<file path="src/rtl/pc_fetch_seq.sv">
// Fetch sequencer: owns the PC and issues one outstanding imem fetch at a time, presenting each word to decode.
// Zero-wait memory gives one instruction every 3 cycles; a redirect reaches imem_addr next cycle unless a stale response must drain.
module pc_fetch_seq #(
  parameter int CPU_WIDTH = 32,
  parameter logic [CPU_WIDTH-1:0] RESET_PC = CPU_WIDTH'(32'h8000_0000)
) (
  input  logic                 clk,
  input  logic                 rst_n,
  output logic                 imem_req,
  output logic [CPU_WIDTH-1:0] imem_addr,
  input  logic                 imem_gnt,
  input  logic                 imem_rvalid,
  input  logic [31:0]          imem_rdata,
  output logic                 inst_valid,
  output logic [31:0]          inst_data,
  output logic [CPU_WIDTH-1:0] inst_pc,
  input  logic                 inst_ready,
  input  logic                 redirect_valid,
  input  logic [CPU_WIDTH-1:0] redirect_pc
);

  localparam logic [2:0] IDLE  = 3'd0;
  localparam logic [2:0] REQ   = 3'd1;
  localparam logic [2:0] WAIT  = 3'd2;
  localparam logic [2:0] HOLD  = 3'd3;
  localparam logic [2:0] FLUSH = 3'd4;

  logic [2:0]           state_q, state_d;
  logic [CPU_WIDTH-1:0] pc_q, pc_d;
  logic                 capture;

  assign imem_req   = (state_q == REQ);
  assign imem_addr  = pc_q;
  assign inst_valid = (state_q == HOLD);

  always_comb begin
    state_d = state_q;
    pc_d    = pc_q;
    capture = 1'b0;
    case (state_q)
      IDLE: state_d = REQ;
      REQ: begin
        // A fetch granted alongside a redirect is already stale.
        if (imem_gnt) state_d = redirect_valid ? FLUSH : WAIT;
      end
      WAIT: begin
        if (imem_rvalid) begin
          if (redirect_valid) begin
            state_d = REQ;
          end else begin
            capture = 1'b1;
            state_d = HOLD;
          end
        end else if (redirect_valid) begin
          state_d = FLUSH;
        end
      end
      HOLD: begin
        if (inst_ready) pc_d = pc_q + CPU_WIDTH'(4);
        if (inst_ready || redirect_valid) state_d = REQ;
      end
      FLUSH: begin
        if (imem_rvalid) state_d = REQ;
      end
      default: state_d = IDLE;
    endcase
    if (redirect_valid) pc_d = redirect_pc & ~CPU_WIDTH'(3);
  end

  always_ff @(posedge clk or negedge rst_n) begin
    if (!rst_n) begin
      state_q   <= IDLE;
      pc_q      <= RESET_PC;
      inst_data <= '0;
      inst_pc   <= '0;
    end else begin
      state_q <= state_d;
      pc_q    <= pc_d;
      if (capture) begin
        inst_data <= imem_rdata;
        inst_pc   <= pc_q;
      end
    end
  end

endmodule

</file>
<file path="config.mk">
export PLATFORM = sky130hd
export DESIGN_NAME = pc_fetch_seq
export DESIGN_NICKNAME = d
export VERILOG_FILES = /design/src/rtl/pc_fetch_seq.sv
export SDC_FILE = /design/constraint.sdc
export NUM_CORES = 1
export LEC_CHECK = 0
export BUFFER_PORTS_ARGS = -buffer_cell sky130_fd_sc_hd__buf_2
export CAP_MARGIN = 20
export CORE_ASPECT_RATIO = 1.25
export CORE_MARGIN = 2
export CORE_UTILIZATION = 45
export CTS_CLUSTER_DIAMETER = 60
export CTS_CLUSTER_SIZE = 8
export DETAILED_ROUTE_END_ITERATION = 12
export PLACE_DENSITY = 0.87
export SETUP_SLACK_MARGIN = 0.05
export SLEW_MARGIN = 0
export SYNTH_ARGS = -nofsm -noshare
export SYNTH_HDL_FRONTEND = slang
export SYNTH_SLANG_ARGS = --single-unit
export TNS_END_PERCENT = 50
</file>
<file path="constraint.sdc">
create_clock -name clk -period 4.55 [get_ports clk]
set_input_delay 0.455 -clock clk [delete_from_list [all_inputs] [get_ports clk]]
set_output_delay 0.455 -clock clk [all_outputs]
set_load 0.01 [all_outputs]
</file>
==> results of run 1 <==
==> worst max-delay path by stage <==
stage	cells past startpoint	slack, ps	end
after floorplan	6	2380	imem_addr[16]$_DFFE_PN0P_
after global placement	4	2130	inst_data[21]$_DFFE_PN0P_
after detailed placement	4	2030	inst_data[15]$_DFFE_PN0P_
after CTS	5	2080	imem_addr[26]$_DFFE_PN0P_
after global routing	5	2030	imem_addr[26]$_DFFE_PN0P_
final	5	2090	imem_addr[26]$_DFFE_PN0P_
==> metal layers <==
layer	vias up	GRT usage [%]	wire length [um]
met2	115	33.1	5280
met5	-	0	0
li1	1653	-	-
met1	1680	22.7	4110
met3	18	4.43	616
met4	0	7.66	230
==> kinds of logic after synthesis <==
family          Yosys count
compound gates           52
simple gates            120
other cells               1
xor+xnor                 11
buf+inv                  32
fa+ha+maj                 1
mux                      60
flops                    95
==> power by group through the flow <==
stage | clock network (mW) | registers (mW) | logic (mW)
2_1_floorplan | 0 | 1.44 | 0.372
3_3_place_gp | 0 | 1.31 | 0.859
6_report | 0.766 | 1.32 | 0.874
4_1_cts | 0.783 | 1.32 | 0.889
3_5_place_dp | 0 | 1.34 | 0.888
5_1_grt | 0.828 | 1.36 | 0.946
==> area by class of cell <==
class / instances / share of cell area [%]
inverters: 5 / 0.341
flip-flops and latches: 95 / 43.3
clock inverters: 6 / 1.23
well taps: 126 / 2.87
repair buffers: 162 / 14.8
multi-input cells: 248 / 33.1
clock buffers: 10 / 4.35
==> state kept, by name, summed over array words and instances (netlist names) <==
signal,cells
imem_addr,30
inst_data,32
state_q,3
inst_pc,30
==> synthesized netlist by cell type, types with 3 or more instances <==
| cell | instances | area share [%] |
|---|---|---|
| nand3_1 | 18 | 2.1 |
| and3_1 | 3 | 0.43 |
| o31ai_1 | 10 | 1.7 |
| xnor2_1 | 8 | 1.6 |
| buf_4 | 5 | 0.86 |
| nand4_1 | 11 | 1.6 |
| o211ai_1 | 4 | 0.69 |
| o21ai_0 | 20 | 2.3 |
| nand2_1 | 28 | 2.4 |
| buf_6 | 3 | 0.78 |
| or3_1 | 3 | 0.43 |
| and4_1 | 4 | 0.81 |
| clkbuf_1 | 14 | 1.2 |
| dfrtp_1 | 94 | 54 |
| nor2_1 | 17 | 1.5 |
| nor4_1 | 5 | 0.72 |
| xor2_1 | 3 | 0.60 |
| or4_1 | 14 | 2.4 |
| a21oi_1 | 3 | 0.35 |
| a31oi_1 | 11 | 1.6 |
| inv_1 | 4 | 0.35 |
| mux2_2 | 59 | 15 |
==> metrics by stage <==
step           hold slack (ps)  area, um2  power, mW  utilization [%]  setup slack [ps]
3_5_place_dp               476       5190       2.23             54.6              2030
2_1_floorplan              159       4360       1.81                -              2380
4_1_cts                    205       5500       3.00             57.8              2080
5_1_grt                    230       5500       3.13             57.8              2030
3_3_place_gp               466       5190       2.17             54.6              2130
6_report                   179       5500       2.96             57.8              2090
==> summary.md, run 1 <==
| Metric | Value |
|---|---|
| Status | `finished clean` |
| Slew headroom | `39.8%` |
| Crit path max-delay cell type | `or4b_4` |
| Clk pwr share | `25.9%` |
| Clock Path Buffers | `2` |
| DP Cell Count | `636` |
| PwrDens | `539 nW/um2` |
| EDFF count, synth | `0` |
| Int Power | `2.03 mW` |
| Area Overhead vs Synth | `26.3%` |
| Worst reg-to-reg path cell count | `5` |
| Starting Density | `45.7%` |
| Post-layout min period | `2460 ps` |
| Cell Rows | `40` |
| Port buffer count | `161` |
| Crit-path max FO | `15` |
| Synthesized area per cell | `11.7 um2` |
| Root buffer cell | `clkbuf_16` |
| Post-route setup TNS | `0 ps` |
| Post-DP HPWL | `7.38 mm` |
| Top Ports | `168` |
| Slew @ Worst Pin | `902 ps` |
| Routed wire length | `10.2 mm` |
| Die footprint | `10500 um2` |
| Crit path DAT | `2700 ps` |
| Endpoints failing hold | `0` |
| Number of gates resized after cts | `0` |
| Final RePlAce weighted congestion | `0.797` |
| Reg area | `2380 um2` |
| Critical path class | `reg -> reg` |
| Worst-case clock skew | `8.43 ps` |
| Largest family of logic cells by synthesized area | `simple AND/OR/NAND/NOR gates` |
| HP Class | `in -> async` |
| Die Height | `114 um` |
| Clock Sink Count | `95` |
| Adder-cell share of the synthesized area | `0.288%` |
| DRC violation count after routing | `0` |
| CP top delay family | `simple AND/OR/NAND/NOR gates` |
| Sequential power share | `44.7%` |
| Max incr delay on CP | `710 ps` |
| Crit. Startpoint | `imem_addr[2]$_DFFE_PN0P_` |
| CP Launch Type | `flop` |
| Max-Cap Viols | `0` |
| Comb pwr share | `29.5%` |
| Setup-failing EPs final | `0` |
| CP bufs+invs | `0` |
| Worst VDD drop | `0.344 mV` |
| Cts hold-fix bufs | `0` |
| Most common cell after layout, fill and taps aside | `buf_2` |
| Final Slew Violations | `0` |
| Worst-Skew Late Latency | `340 ps` |
| Leak Pwr | `2.68 nW` |
| Max Fclk | `407 MHz` |
| Post-synthesis cell type count | `47` |
| Syn. warnings | `0` |
| Layout Cells excl Fill | `652` |
| Post-synth top flop | `dfrtp_1` |
| Most frequent cells in the layout | `buf_2 (160), dfrtp_1 (94), mux2_2 (59), nand2_1 (28), o21ai_0 (20)` |
| Net load switching power | `932 uW` |
| Vias in the first global route | `3313` |
| Worst EP required | `4790 ps` |
| R2R setup slack | `2090 ps` |
| Grt ovf | `0` |
| Post-Synthesis Cells | `372` |
| Core footprint | `9510 um2` |
| Diode count | `0` |
| CTS tree | `yes` |
| Reg clk slew, reported paths | `70 ps` |
| DR pass1 iterations | `4` |
| Reg2reg start | `imem_addr[2]$_DFFE_PN0P_` |
| Synth Area in Compound Gates | `7.48%` |
| Seq cells post-synth | `95` |
| FILL cells | `849` |
| Routed Antenna Nets | `0` |
| Wire per inst | `15.7 um` |
| R2r endpoint | `imem_addr[26]$_DFFE_PN0P_` |
| Vias post-DR | `3466` |
| Mux share of post-synthesis cell area | `15.5%` |
| Pin count of the biggest net entering global routing | `66` |
| RSZ-0062 raised after global routing | `false` |
| Share of cells above drive strength 1 | `47.5%` |
| Simple-gate share of the synthesized area | `15.7%` |
| NumNets Final | `592` |
| Async S/R FF share, synth | `100%` |
| Vias per inst | `5.32` |
| Initial antenna violation count | `0` |
| Gr usage total | `19.0%` |
| Post-synthesis sequential area ratio | `54.7%` |
| Postcts setup bufs | `0` |
| Type of destination of the critical path | `flop` |
| First-pass GRT wire length | `15.7 mm` |
| Starting DRT DRC Count | `165` |
| Num CTS Buffers | `9` |
| H-tree Lvls | `3` |
| Worst-path cell chain | `ha_1, nand4_1, or4b_4, or4_1, a31oi_1` |
| Die Width | `91.9 um` |
| Synth Area in XOR/XNOR | `2.21%` |
| Multi-input logic area | `1820 um2` |
| Period utilisation layout | `54.0%` |
| Cell Area, Synth | `4350 um2` |
| Switching Fraction | `31.4%` |
(Power assumes the default switching activity.)
==> run 2: changes to the inputs <==
Settings changed: ABC_AREA set to 1, PLACE_DENSITY 0.87 to 0.88.
Clock period 4.55 ns to 2.2 ns, I/O delays scaled along.
==> summary.md, run 2 <==
| Metric | Value |
|---|---|
| Synth Area in Compound Gates | `7.52%` |
| H-tree Lvls | `3` |
| DRC violation count after routing | `0` |
| Largest area contributor in the netlist | `dfrtp_1` |
| CP Launch Type | `flop` |
| Starting Density | `46.3%` |
| Synthesized area per cell | `7.26 um2` |
| Core footprint | `10200 um2` |
| NumNets Final | `875` |
| Layout Cells excl Fill | `938` |
| Post-Synthesis Cells | `648` |
| Final Slew Violations | `0` |
| Top Ports | `168` |
| Critical path class | `reg -> reg` |
| Syn. warnings | `0` |
| Vias per inst | `4.98` |
| CTS tree | `yes` |
| Max-Cap Viols | `0` |
| Worst VDD drop | `0.466 mV` |
| Routed wire length | `12.8 mm` |
| First-pass GRT wire length | `20.4 mm` |
| Type of destination of the critical path | `flop` |
| Wire per inst | `13.6 um` |
| Area Overhead vs Synth | `27.2%` |
| Most common cell in the netlist | `nand2_1` |
| Leak Pwr | `3.27 nW` |
| Root buffer cell | `clkbuf_16` |
| Max Used Layer | `met4` |
| Post-synthesis sequential area ratio | `50.5%` |
| HP Class | `in -> reg` |
| Die footprint | `11300 um2` |
| Period utilisation layout | `84.1%` |
| FILL cells | `981` |
| Die Width | `95.5 um` |
| Postcts setup bufs | `0` |
| Status | `finished clean` |
| Simple-gate share of the synthesized area | `34.9%` |
| Clock Sink Count | `95` |
| Routed Antenna Nets | `0` |
| Mux share of post-synthesis cell area | `0%` |
| Post-DP HPWL | `9.63 mm` |
| Async S/R FF share, synth | `100%` |
| Pin count of the biggest net entering global routing | `42` |
| Largest family of logic cells by synthesized area | `simple AND/OR/NAND/NOR gates` |
| Placed Area | `5650 um2` |
| Slew headroom | `64.6%` |
| Seq cells post-synth | `95` |
| Reg clk slew, reported paths | `60 ps` |
| Crit. Startpoint | `imem_addr[3]$_DFFE_PN0P_` |
| Grt ovf | `0` |
| Top cells by count, synth | `nand2_1 (275), dfrtp_1 (94), nor2_1 (91)` |
| Most common cell after layout, fill and taps aside | `nand2_1` |
| Finished Core Util | `58.9%` |
| Share of cells above drive strength 1 | `24.0%` |
| Routed met1 length | `5.06 mm` |
| Vias in the first global route | `4242` |
| Max FFs per register | `32` |
| Cell Rows | `41` |
| Post-synth top flop | `dfrtp_1` |
| RSZ-0062 raised after global routing | `false` |
| Setup-failing EPs final | `0` |
| Worst-case clock skew | `7.62 ps` |
| Max Fclk | `541 MHz` |
| DR pass1 iterations | `5` |
| Initial antenna violation count | `0` |
| Final RePlAce weighted congestion | `0.940` |
| Wire length on met2 | `6.28 mm` |
| Most frequent cells in the layout | `nand2_1 (275), buf_2 (160), dfrtp_1 (94), nor2_1 (90), inv_1 (41)` |
| Crit-path max FO | `5` |
| Worst setup margin | `350 ps` |
| Post-layout min period | `1850 ps` |
| Final hold slack | `80.3 ps` |
| EDFF count, synth | `0` |
| Top post-synthesis cells by area | `dfrtp_1 (50%), nand2_1 (22%), nor2_1 (7.3%)` |
| Post-layout total power | `6.71 mW` |
| R2R setup slack | `350 ps` |
| Post-synthesis cell type count | `26` |
| Finished layout cell area | `5990 um2` |
| Met3 WL | `1.08 mm` |
| Cell Area, Synth | `4710 um2` |
| Synth Area in XOR/XNOR | `0%` |
| Diode count | `0` |
| Worst slack, placed | `400 ps` |
| Worst EP required | `2430 ps` |
| Post-route setup TNS | `0 ps` |
| Hold path startpoint | `imem_rdata[6]` |
| DP Cell Count | `921` |
| Slew @ Worst Pin | `531 ps` |
| Starting DRT DRC Count | `323` |
| PwrDens | `1120 nW/um2` |
| Largest Register | `inst_data` |
| Vias post-DR | `4668` |
| Synth top area share | `50.0%` |
| Adder-cell share of the synthesized area | `0.266%` |
| Reg2reg start | `imem_addr[3]$_DFFE_PN0P_` |
| Worst-Skew Late Latency | `340 ps` |
| Clock Path Buffers | `2` |
| Die Height | `118 um` |
| Endpoints failing hold | `0` |
| Crit path DAT | `2080 ps` |
| Port buffer count | `161` |
| Num CTS Buffers | `9` |
| Gr usage total | `23.0%` |
-- run 2: changes by cell type after synthesis, moves of 10 or more --
cell,delta
or4_1,-14
mux2_2,-59
nand2_1,+247
buf_2,+17
o31ai_1,-10
inv_1,+37
o21ai_1,+20
nand3_1,+17
nor2_1,+74
-- run 2: area by class of cell --
| type | instances | area (um2) | area share [%] |
|---|---|---|---|
| clock buffer | 10 | 239 | 3.99 |
| clock inverter | 6 | 90.1 | 1.51 |
| inverter | 43 | 161 | 2.70 |
| multi-input combinational | 483 | 2020 | 33.8 |
| sequential | 95 | 2380 | 39.7 |
| tap | 129 | 161 | 2.70 |
| timing repair buffer | 172 | 931 | 15.6 |
-- run 2: worst paths after layout --
kind | cells past startpoint | to
min in group asynchronous | 2 | inst_data[11]$_DFFE_PN0P_
max in group asynchronous | 3 | imem_addr[31]$_DFFE_PN1P_
hold / removal | 3 | inst_data[6]$_DFFE_PN0P_
hold reg to reg | 2 | inst_pc[8]$_DFFE_PN0P_
setup / recovery | 10 | imem_addr[24]$_DFFE_PN0P_
setup reg to reg | 10 | imem_addr[24]$_DFFE_PN0P_
-- run 2: logic make-up (layout without fill, tap and decap cells) --
family	Yosys count	in the layout
AO/OA/AOI/OAI	65	65
adder cells (fa/ha/maj)	1	1
buffers and inverters	73	231
flip-flops	95	95
other	1	4
AND/OR/NAND/NOR	413	413
-- run 2: per-layer routing --
layer | global-route usage [%] | vias up
li1 | - | 2338
met3 | 4.78 | 23
met4 | 8.57 | 0
met2 | 39.3 | 186
met1 | 28.1 | 2121
met5 | 0 | -
-- run 2: worst max-delay path, cell delays in order, from the launching register on --
cell	delay (ps)
dfrtp_1	430
ha_1	200
nand2_1	80
nor2_1	230
nand2_1	170
nor2_1	300
nand2_1	90
nand2_1	70
nand3_1	70
nand2_1	80
nand2_1	40
-- run 2: power breakdown --
part / switching (mW) / internal, mW / total, mW
sequential: 0.396 / 2.38 / 2.77
combinational: 1.37 / 0.884 / 2.25
clock: 0.656 / 1.03 / 1.69
total: 2.42 / 4.29 / 6.71
-- run 2: timing repair --
action,4_1_cts,5_1_grt
hold buffers,1,0
endpoints found under the setup margin,0,0
endpoints found under the hold margin,36,0
gates resized for setup,0,0
